<file path="config.mk">
export PLATFORM = sky130hd
export DESIGN_NAME = fft_addr_mux_gen_flat
export DESIGN_NICKNAME = d
export VERILOG_FILES = /design/src/rtl/fft_pkg.sv /design/src/rtl/fft_addr_mux_gen_if.sv /design/src/rtl/fft_wr_delay.sv /design/src/rtl/fft_addr_mux_gen.sv /design/src/flat_wrapper.sv
export SDC_FILE = /design/constraint.sdc
export NUM_CORES = 1
export LEC_CHECK = 0
export CORE_AREA = 3 3 49 51
export DETAILED_ROUTE_END_ITERATION = 10
export DIE_AREA = 0 0 52 54
export PLACE_DENSITY = 0.81
export REMOVE_ABC_BUFFERS = 1
export SLEW_MARGIN = 20
export SYNTH_ARGS = -nofsm -noshare
export SYNTH_HDL_FRONTEND = slang
export SYNTH_SLANG_ARGS = --single-unit
</file>
<file path="constraint.sdc">
create_clock -name clk -period 1 [get_ports clk]
set_input_delay 0.15 -clock clk [delete_from_list [all_inputs] [get_ports clk]]
set_output_delay 0.15 -clock clk [all_outputs]
set_load 0.01 [all_outputs]
</file>
<file path="src/rtl/fft_pkg.sv">
// Shared constants and helpers for the 4-bank Stockham FFT memory.
// Default geometry: N = 2^FFT_NUMSTAGES points, A-bit bank addresses.
package fft_pkg;

  localparam int FFT_NUMSTAGES = 5;
  localparam int N = 1 << FFT_NUMSTAGES;
  localparam int A = FFT_NUMSTAGES - 2;

  // Write-source select for the bank write crossbar
  typedef enum logic [1:0] {
    M1_DIRECT = 2'b00,
    M1_SWAP   = 2'b01,
    M1_LOAD   = 2'b10
  } m1_sel_e;

  // Bank holding data index n: {n[MSB] ^ n[1], n[0]}
  function automatic logic [1:0] bank_of(input logic [FFT_NUMSTAGES-1:0] n);
    return {n[FFT_NUMSTAGES-1] ^ n[1], n[0]};
  endfunction

endpackage

</file>
<file path="src/rtl/fft_addr_mux_gen_if.sv">
// Controller <-> address/mux generator bundle.
// Optional stage_done signal present when STAGE_DONE_EN is defined.
interface fft_addr_mux_gen_if #(
  parameter int AW = 3
);

  logic          en;
  logic          ld_data;
  logic [AW-1:0] counter;
  logic [2:0]    stage_num;

  logic [AW-1:0] rd_addr0;
  logic [AW-1:0] rd_addr1;
  logic [AW-1:0] rd_addr2;
  logic [AW-1:0] rd_addr3;
  logic [AW-1:0] wr_addr0;
  logic [AW-1:0] wr_addr1;
  logic [AW-1:0] wr_addr2;
  logic [AW-1:0] wr_addr3;
  logic          wr_en;
  logic          m0_s;
  logic [1:0]    m1_s;
  logic          m2_s;
  logic          m3_s;
`ifdef STAGE_DONE_EN
  logic          stage_done;
`endif

  // Stage controller side
  modport master (
    output en, ld_data, counter, stage_num,
    input
`ifdef STAGE_DONE_EN
          stage_done,
`endif
          rd_addr0, rd_addr1, rd_addr2, rd_addr3,
          wr_addr0, wr_addr1, wr_addr2, wr_addr3,
          wr_en, m0_s, m1_s, m2_s, m3_s
  );

  // Address/mux generator side
  modport slave (
    input  en, ld_data, counter, stage_num,
    output
`ifdef STAGE_DONE_EN
          stage_done,
`endif
          rd_addr0, rd_addr1, rd_addr2, rd_addr3,
          wr_addr0, wr_addr1, wr_addr2, wr_addr3,
          wr_en, m0_s, m1_s, m2_s, m3_s
  );

endinterface

</file>
<file path="src/rtl/fft_wr_delay.sv">
// Delay line carrying the cycle counter and write-valid from read issue
// to write-back. Shifts every cycle so in-flight writes drain after en falls.
module fft_wr_delay #(
  parameter int AW    = 3,
  parameter int DEPTH = 2
) (
  input  logic          clk,
  input  logic          rst,
  input  logic [AW-1:0] cnt_i,
  input  logic          vld_i,
  output logic [AW-1:0] dc_o,
  output logic          dv_o
);

  logic [DEPTH-1:0][AW-1:0] cnt_q, cnt_d;
  logic [DEPTH-1:0]         vld_q, vld_d;

  // Next contents: new sample enters stage 0, everything else moves one up
  always_comb begin
    cnt_d    = cnt_q;
    vld_d    = vld_q;
    cnt_d[0] = cnt_i;
    vld_d[0] = vld_i;
    for (int unsigned i = 1; i < DEPTH; i++) begin
      cnt_d[i] = cnt_q[i-1];
      vld_d[i] = vld_q[i-1];
    end
  end

  // Shift register; reset discards pending writes
  always_ff @(posedge clk) begin
    if (rst) begin
      cnt_q <= '0;
      vld_q <= '0;
    end else begin
      cnt_q <= cnt_d;
      vld_q <= vld_d;
    end
  end

  assign dc_o = cnt_q[DEPTH-1];
  assign dv_o = vld_q[DEPTH-1];

endmodule

</file>
<file path="src/rtl/fft_addr_mux_gen.sv">
// Registered read/write address and crossbar-select generator for the
// 4-bank radix-2 constant-geometry FFT memory.
// Optional feature macro: STAGE_DONE_EN (adds stage_done pulse output).
module fft_addr_mux_gen
  import fft_pkg::*;
#(
  parameter int NUMSTAGES = FFT_NUMSTAGES,
  parameter int WR_LAT    = 2
) (
  input logic               clk,
  input logic               rst,
  fft_addr_mux_gen_if.slave bus
);

  localparam int         AW         = NUMSTAGES - 2;
  localparam logic [2:0] LAST_STAGE = 3'(NUMSTAGES - 1);

  // Banks 0/1 share one read address, banks 2/3 the other
  logic [AW-1:0] rd_lo_q, rd_lo_d;
  logic [AW-1:0] rd_hi_q, rd_hi_d;
  logic          m0_s_q, m0_s_d;

  logic [AW-1:0] wr_addr_q, wr_addr_d;
  logic          wr_en_q, wr_en_d;
  m1_sel_e       m1_s_q, m1_s_d;

  logic          m2_s_q, m2_s_d;
  logic          m3_s_q, m3_s_d;

  logic [AW-1:0] dc;
  logic          dv;
  logic          load;

  assign load = bus.en & bus.ld_data;

  fft_wr_delay #(
    .AW    (AW),
    .DEPTH (WR_LAT)
  ) u_wr_delay (
    .clk   (clk),
    .rst   (rst),
    .cnt_i (bus.counter),
    .vld_i (bus.en & ~bus.ld_data),
    .dc_o  (dc),
    .dv_o  (dv)
  );

  // Read mapping: tops 2c,2c+1 and bottoms 2c+N/2,2c+N/2+1 at bank addresses
  always_comb begin
    rd_lo_d = '0;
    rd_hi_d = '0;
    m0_s_d  = 1'b0;
    if (bus.en) begin
      rd_lo_d = {bus.counter[0], bus.counter[AW-1:1]};
      rd_hi_d = {~bus.counter[0], bus.counter[AW-1:1]};
      m0_s_d  = bus.counter[0];
    end
  end

  // Write select: a load cycle overrides (and drops) a delayed butterfly write
  always_comb begin
    wr_addr_d = dc;
    wr_en_d   = dv;
    m1_s_d    = dc[AW-1] ? M1_SWAP : M1_DIRECT;
    if (load) begin
      wr_addr_d = bus.counter;
      wr_en_d   = 1'b1;
      m1_s_d    = M1_LOAD;
    end
  end

  // Stage flags; out-of-range stage numbers simply match neither compare
  always_comb begin
    m2_s_d = bus.en & (bus.stage_num == LAST_STAGE);
    m3_s_d = bus.en & ~bus.ld_data & (bus.stage_num == 3'd0);
  end

  // Output registers
  always_ff @(posedge clk) begin
    if (rst) begin
      rd_lo_q   <= '0;
      rd_hi_q   <= '0;
      m0_s_q    <= 1'b0;
      wr_addr_q <= '0;
      wr_en_q   <= 1'b0;
      m1_s_q    <= M1_DIRECT;
      m2_s_q    <= 1'b0;
      m3_s_q    <= 1'b0;
    end else begin
      rd_lo_q   <= rd_lo_d;
      rd_hi_q   <= rd_hi_d;
      m0_s_q    <= m0_s_d;
      wr_addr_q <= wr_addr_d;
      wr_en_q   <= wr_en_d;
      m1_s_q    <= m1_s_d;
      m2_s_q    <= m2_s_d;
      m3_s_q    <= m3_s_d;
    end
  end

  assign bus.rd_addr0 = rd_lo_q;
  assign bus.rd_addr1 = rd_lo_q;
  assign bus.rd_addr2 = rd_hi_q;
  assign bus.rd_addr3 = rd_hi_q;
  assign bus.wr_addr0 = wr_addr_q;
  assign bus.wr_addr1 = wr_addr_q;
  assign bus.wr_addr2 = wr_addr_q;
  assign bus.wr_addr3 = wr_addr_q;
  assign bus.wr_en    = wr_en_q;
  assign bus.m0_s     = m0_s_q;
  assign bus.m1_s     = m1_s_q;
  assign bus.m2_s     = m2_s_q;
  assign bus.m3_s     = m3_s_q;

`ifdef STAGE_DONE_EN
  logic stage_done_q, stage_done_d;

  // Pulse alongside the final butterfly write of a stage
  always_comb begin
    stage_done_d = ~load & dv & (dc == '1);
  end

  // Stage-done register
  always_ff @(posedge clk) begin
    if (rst) begin
      stage_done_q <= 1'b0;
    end else begin
      stage_done_q <= stage_done_d;
    end
  end

  assign bus.stage_done = stage_done_q;
`endif

endmodule

</file>
<file path="src/flat_wrapper.sv">
// flat-port wrapper written by rule: the top's interface ports become plain ports
module fft_addr_mux_gen_flat import fft_pkg::*;
#(
  parameter int NUMSTAGES = FFT_NUMSTAGES,
  parameter int WR_LAT    = 2
)
  (clk, rst, bus_en, bus_ld_data, bus_counter, bus_stage_num, bus_rd_addr0, bus_rd_addr1, bus_rd_addr2, bus_rd_addr3, bus_wr_addr0, bus_wr_addr1, bus_wr_addr2, bus_wr_addr3, bus_wr_en, bus_m0_s, bus_m1_s, bus_m2_s, bus_m3_s);
  fft_addr_mux_gen_if #(.AW((5) - 2)) bus_i ();
  input logic clk;
  input logic rst;
  input wire logic [$bits(bus_i.en)-1:0] bus_en;
  input wire logic [$bits(bus_i.ld_data)-1:0] bus_ld_data;
  input wire logic [$bits(bus_i.counter)-1:0] bus_counter;
  input wire logic [$bits(bus_i.stage_num)-1:0] bus_stage_num;
  output wire logic [$bits(bus_i.rd_addr0)-1:0] bus_rd_addr0;
  output wire logic [$bits(bus_i.rd_addr1)-1:0] bus_rd_addr1;
  output wire logic [$bits(bus_i.rd_addr2)-1:0] bus_rd_addr2;
  output wire logic [$bits(bus_i.rd_addr3)-1:0] bus_rd_addr3;
  output wire logic [$bits(bus_i.wr_addr0)-1:0] bus_wr_addr0;
  output wire logic [$bits(bus_i.wr_addr1)-1:0] bus_wr_addr1;
  output wire logic [$bits(bus_i.wr_addr2)-1:0] bus_wr_addr2;
  output wire logic [$bits(bus_i.wr_addr3)-1:0] bus_wr_addr3;
  output wire logic [$bits(bus_i.wr_en)-1:0] bus_wr_en;
  output wire logic [$bits(bus_i.m0_s)-1:0] bus_m0_s;
  output wire logic [$bits(bus_i.m1_s)-1:0] bus_m1_s;
  output wire logic [$bits(bus_i.m2_s)-1:0] bus_m2_s;
  output wire logic [$bits(bus_i.m3_s)-1:0] bus_m3_s;
  assign bus_i.en = bus_en;
  assign bus_i.ld_data = bus_ld_data;
  assign bus_i.counter = bus_counter;
  assign bus_i.stage_num = bus_stage_num;
  assign bus_rd_addr0 = bus_i.rd_addr0;
  assign bus_rd_addr1 = bus_i.rd_addr1;
  assign bus_rd_addr2 = bus_i.rd_addr2;
  assign bus_rd_addr3 = bus_i.rd_addr3;
  assign bus_wr_addr0 = bus_i.wr_addr0;
  assign bus_wr_addr1 = bus_i.wr_addr1;
  assign bus_wr_addr2 = bus_i.wr_addr2;
  assign bus_wr_addr3 = bus_i.wr_addr3;
  assign bus_wr_en = bus_i.wr_en;
  assign bus_m0_s = bus_i.m0_s;
  assign bus_m1_s = bus_i.m1_s;
  assign bus_m2_s = bus_i.m2_s;
  assign bus_m3_s = bus_i.m3_s;
  fft_addr_mux_gen #(.NUMSTAGES(NUMSTAGES), .WR_LAT(WR_LAT)) u_core (.clk(clk), .rst(rst), .bus(bus_i));
endmodule
</file>
==> impl_metrics.tcl <==
set metrics [dict create \
    outcome "finished clean" \
    die_area_um2 2810 \
    vias 526 \
    wirelength_mm 1.43 \
    die_height_um 54 \
    synth_cell_types 13 \
    die_width_um 52 \
    min_period_over_period_pct 95.5 \
    ant_nets 0 \
    syn_area_um2 766 \
    cp_slowest_cell "clkdlybuf4s50_1" \
    ys_seq_elements 20 \
    grt_overflow 0 \
    nNetsFinal 108 \
    core_area_um2 1980 \
    leakage_uw 0.000513 \
    min_path_cells 3 \
    power_density_nw_per_um2 1670 \
    worstReg2RegStart "u_core.u_wr_delay.dc_o[0]$_SDFF_PP0_" \
    cp_max_fo 4 \
    hpwl_mm 1.02 \
    clock-root-buffer "clkbuf_4" \
    grt_pass1_vias 478 \
    crit_type "in2reg" \
    dpl_cell_area_um2 1070 \
    diodes 0 \
    start_kind "input pin" \
    clkSinkCount 20 \
    clkSlewWorstSetupHoldPaths_ns 0.11 \
    firstDrtPassIters 3 \
    drt_drc_violations_left 0 \
    slowest_delay_ns 0.48 \
    grt_usage_pct 11.4 \
    yosysSeqAreaShare_pct 52.3 \
    tightest_slew_ns 0.211 \
    crit_chain "clkdlybuf4s50_1 > and2_4 > mux2_2" \
    ios 40 \
    place_congestion 0.713 \
    clk_latency_ns 0.30 \
    antenna_found_initial 0 \
    power_frac_seq_pct 50.1 \
    areaGrowthSynthToFinish_pct 31.0 \
    fin_util_pct 50.6 \
    grt_max_degree 13 \
    setup_viol 0 \
    clockBufferDepth 2 \
    drive_gt1_share_pct 58.8 \
    cts_tree "done" \
    rsz0062_at_grt "no" \
    yosysWarningCount 0 \
    final_cells 124 \
    clkPwrFrac_pct 38.1 \
    setup_tns_ns 0 \
    cts_buffers 3 \
    grt_pass1_wl_mm 2.24 \
    start_util_pct 38.6 \
    cp-end-kind "register" \
    holdPathEnd "u_core.bus.wr_en$_SDFF_PP0_" \
    period_minus_slack_ns 0.955 \
    p_int_uw 1340 \
    syn-mean-instance-area_um2 11.4 \
    ff2ff_setup_slack_ns 0.21 \
    hp-start "rst" \
    maxCapViolCount 0 \
    placedCellCount 118 \
    cp_data_required_time_ns 1.19 \
    port_buffers 39 \
    placementRows 16 \
    cts-htree-levels 1 \
    hold_viol_final 0 \
    ir_worst_vdd_v 0.000736 \
    first_iter_violations 3 \
    reg2regPathDepth 2 \
    max_freq_ghz 1.05 \
    maxSlewHeadroom_pct 85.9 \
    switching_share_pct 20.0 \
    hold_class "in2reg" \
    vias_per_cell 4.24 \
    avgRoutedWirePerCell_um 11.5 \
    switchingPower_uw 336 \
    slew_violations 0 \
    synth_cells 67 \
    fin_area_um2 1000 \
    nFillCells 179 \
    rr_endpoint "u_core.bus.wr_addr0[0]$_SDFF_PP0_" \
    clock-skew-final_ns 0.00140 \
    p_comb_share_pct 11.7 \
    critPathArrivalTime_ns 1.14 \
]
==> cell type report <==
cell class | count | area (um2) | area share, %
multi-input cells | 28 | 219 | 21.8
flip-flops and latches | 20 | 413 | 41.1
clock inverters | 1 | 30.0 | 2.99
repair buffers | 45 | 285 | 28.4
clock buffers | 3 | 22.5 | 2.24
well taps | 27 | 33.8 | 3.37
==> per-layer routing <==
layer	vias to the layer above	part of all wire (%)	GRT usage, %
met3	4	11	2.77
met1	243	39	12.7
met5	-	0	0
li1	251	-	-
met2	28	48	19.0
met4	0	2.5	7.86
==> per-stage QoR <==
stage | setup slack [ns] | total power [uW] | hold slack, ns
2_1_floorplan | 0.251 | 931 | 0.220
3_3_place_gp | -0.332 | 1090 | 0.422
3_5_place_dp | -0.350 | 1100 | 0.430
5_1_grt | 0.0209 | 1750 | 0.379
4_1_cts | 0.00605 | 1700 | 0.337
6_report | 0.0453 | 1680 | 0.350
==> critical path, delay by kind of cell <==
kind                   cells  cell delay (ns)
and+or+nand+nor            1             0.18
muxes                      1             0.33
buffers and inverters      1             0.48
==> cell usage in the layout (no fill, tap or decap), drive strengths merged <==
master	instances
buf	35
dfxtp	20
nor2b	9
clkdlybuf4s50	8
and2	5
nor2	4
clkbuf	4
and2b	3
mux2	3
nor4b	2
nand2b	1
a21oi	1
bufinv	1
dlygate4sd2	1
==> cells by family after synthesis <==
family | share of synthesized area, %
compound gates | 0.653
mux | 4.41
flops | 52.3
simple gates | 23.5
buf+inv | 19.1
==> cell usage after synthesis <==
| master | number | area [um2] |
|---|---|---|
| nor4b_2 | 1 | 15.0 |
| buf_4 | 18 | 135 |
| buf_6 | 1 | 11.3 |
| nand2b_4 | 1 | 13.8 |
| mux2_2 | 3 | 33.8 |
| nor2b_1 | 9 | 56.3 |
| a21oi_1 | 1 | 5.00 |
| nor2_1 | 4 | 15.0 |
| and2_4 | 1 | 8.76 |
| and2b_1 | 3 | 22.5 |
| nor4b_4 | 1 | 23.8 |
| dfxtp_1 | 20 | 400 |
| and2_1 | 4 | 25.0 |
==> sequential cells by signal (all words and copies together), names as in the netlist <==
register	cells
u_core.bus.m2_s	1
u_core.bus.m0_s	1
u_core.bus.wr_en	1
u_core.u_wr_delay.vld_q	2
u_core.bus.m1_s	2
u_core.u_wr_delay.dc_o	3
u_core.bus.wr_addr0	3
u_core.bus.rd_addr2	3
u_core.u_wr_delay.cnt_d	3
u_core.bus.m3_s	1
==> timing repair <==
action                                  in CTS  in global routing
gates resized for setup                    126                  5
hold buffers                                 0                  0
endpoints found under the setup margin      33                  3
buffers inserted                             1                  0
cloned                                       1                  0
==> worst max path at each step <==
stage                                        end                            startpoint  depth (start not counted)  slack [ns]
2_1_floorplan  u_core.bus.wr_addr0[2]$_SDFF_PP0_  u_core.u_wr_delay.dc_o[2]$_SDFF_PP0_                          2        0.25
3_3_place_gp   u_core.bus.wr_addr0[2]$_SDFF_PP0_                                   rst                          4       -0.33
3_5_place_dp   u_core.bus.wr_addr0[0]$_SDFF_PP0_                                   rst                          4       -0.35
4_1_cts                              bus_m1_s[1]         u_core.bus.m1_s[1]$_SDFF_PP0_                          1       0.006
5_1_grt                          bus_wr_addr1[0]     u_core.bus.wr_addr0[0]$_SDFF_PP0_                          1        0.02
6_report       u_core.bus.wr_addr0[2]$_SDFF_PP0_                                bus_en                          3        0.05
==> power groups by stage <==
stage / clock network (uW) / logic, uW / registers [uW]
finish: 641 / 197 / 843
CTS: 655 / 202 / 843
global placement: 0 / 235 / 859
floorplan: 0 / 45.0 / 886
detailed placement: 0 / 238 / 860
global route: 686 / 214 / 849
Note: power is estimated with default switching activity, not from simulation.
==> patch (same settings) <==
`WR_LAT` is set to 2 in 2 places; all go to 4.
--- a/src/rtl/fft_addr_mux_gen.sv
+++ b/src/rtl/fft_addr_mux_gen.sv
@@ -6,5 +6,5 @@
 #(
   parameter int NUMSTAGES = FFT_NUMSTAGES,
-  parameter int WR_LAT    = 2
+  parameter int WR_LAT    = 4
 ) (
   input logic               clk,
--- a/src/flat_wrapper.sv
+++ b/src/flat_wrapper.sv
@@ -3,5 +3,5 @@
 #(
   parameter int NUMSTAGES = FFT_NUMSTAGES,
-  parameter int WR_LAT    = 2
+  parameter int WR_LAT    = 4
 )
   (clk, rst, bus_en, bus_ld_data, bus_counter, bus_stage_num, bus_rd_addr0, bus_rd_addr1, bus_rd_addr2, bus_rd_addr3, bus_wr_addr0, bus_wr_addr1, bus_wr_addr2, bus_wr_addr3, bus_wr_en, bus_m0_s, bus_m1_s, bus_m2_s, bus_m3_s);
Formal check against the unedited RTL: not equivalent (a bounded check fails within 4 cycles, from zero or initial values and one cycle with rst high).
==> patch against the original RTL <==
Synthesized area is 27% higher. Total power is 7.6% higher. Wire length is 21% higher. Via count is 21% higher. Synthesized cell count is 25% higher. Register-to-register slack worse by 0.02 ns. Critical endpoint is now bus_wr_addr1[0]. Design area is 23% higher. Highest routed layer unchanged. Setup slack worse by 0.014 ns. Sequential cell count is 8 higher. Clock skew is 0.0041 ns higher.
==> patch: results <==
group,metric,value,unit
finish,fillers,168,
placed_design,hpwl,1.403,mm
route,avgRoutedWirePerCell,12.03,um
logic_synthesis,ys_types,14,
sta,relSlewSlack,83.32,%
logic_synthesis,netlist_top_cells_count,"dfxtp_1 (28), nor2b_1 (20), buf_4 (18)",
finish,multi_input_area,257.7,um^2
critical_path,r2r_start,"u_core.u_wr_delay.dc_o[2]",
critical_path,critPathTopFamily,"flip-flops",
sta,period_minus_slack,0.9687,ns
sta,skew,0.005493,ns
power_and_ir_drop,power.leakage,0.5983,nW
placed_design,place_ws,-0.2783,ns
power_and_ir_drop,ir_worst_vdd,0.001014,V
critical_path,cp-startpoint,"u_core.bus.wr_addr0[0]",
placed_design,finalWeightedCongestion,0.7197,
grt,grt_start_max_net_pins,15,
critical_path,worstSetupPathType,"flop to primary output",
critical_path,cp-endpoint,"bus_wr_addr1[0]",
clock_network,post_cts.repair.setup_buffers,0,
critical_path,critPathArrivalTime,0.82,ns
finish,drive_gt1_share,49.57,%
clock_network,path_clk_slew,0.13,ns
critical_path,critPathMaxStageDelay,0.39,ns
grt,grt_pass1_vias,615,
logic_synthesis,synth.area.top_cells,"dfxtp_1 (58%), buf_4 (14%), nor2b_1 (13%)",
critical_path,slowest_stage,"dfxtp_4",
status,status,"finished clean",
logic_synthesis,seq_area_frac_synth,57.81,%
clock_network,clkLatencyLatePin,0.32,ns
route,drt_wl_total,1.732,mm
critical_path,reg2reg_to,"u_core.bus.wr_addr0[2]",
route,dr.first_iter.drc_count,0,
route,first_pass_iters,1,
placed_design,placed_cell_area,1325,um^2
route,num_vias,634,
placed_design,placed_cells_incl_taps,141,
finish,finalNetCount,129,
grt,grt_pass1_wl,2.704,mm
logic_synthesis,synthesis.instances,84,
critical_path,r2r_slack,0.19,ns
==> patch: worst min-delay path by stage <==
stage                                           from                          to  slack (ns)  cells past startpoint
after global placement    u_core.u_wr_delay.vld_q[0]  u_core.u_wr_delay.vld_q[1]        0.42                      1
after CTS                             bus_counter[2]      u_core.bus.rd_addr2[1]        0.39                      2
after global routing                  bus_counter[2]      u_core.bus.rd_addr2[1]        0.38                      2
final                                 bus_counter[2]      u_core.bus.rd_addr2[1]        0.39                      2
after detailed placement  u_core.u_wr_delay.vld_q[0]  u_core.u_wr_delay.vld_q[1]        0.43                      1
after floorplan                     bus_stage_num[1]             u_core.bus.m2_s        0.22                      1
==> patch: layer usage <==
layer  track usage [%]  part of all wire, %
met5                 0                    0
met4             6.550                  1.4
met3             3.601                  6.3
met2             25.31                   54
met1             13.44                   38
==> patch: timing repair <==
item | 4_1_cts | 5_1_grt
setup endpoints to repair | 30 | 20
pin swaps | 0 | 0
gates resized for setup | 128 | 5
hold buffers | 0 | 0
==> patch: cells by family (layout without fill, tap and decap cells) <==
group / Yosys count / count (layout) / synth area share [%]
buf+inv: 20 / 53 / 15.61
mux: 3 / 3 / 3.484
simple gates: 32 / 32 / 22.58
flops: 28 / 28 / 57.81
compound gates: 1 / 1 / 0.5156
==> patch: layout make-up <==
class	count	area share, %
Timing Repair Buffer	50	28.17
Multi-Input combinational cell	36	20.87
Clock buffer	3	1.824
Sequential cell	28	46.40
Tap cell	27	2.736
==> patch: report_power, final <==
group          total [mW]  switching [mW]  internal (mW)
Clock               0.436           0.295          0.141
Sequential           1.16          0.0134           1.15
Combinational       0.209          0.0866          0.122
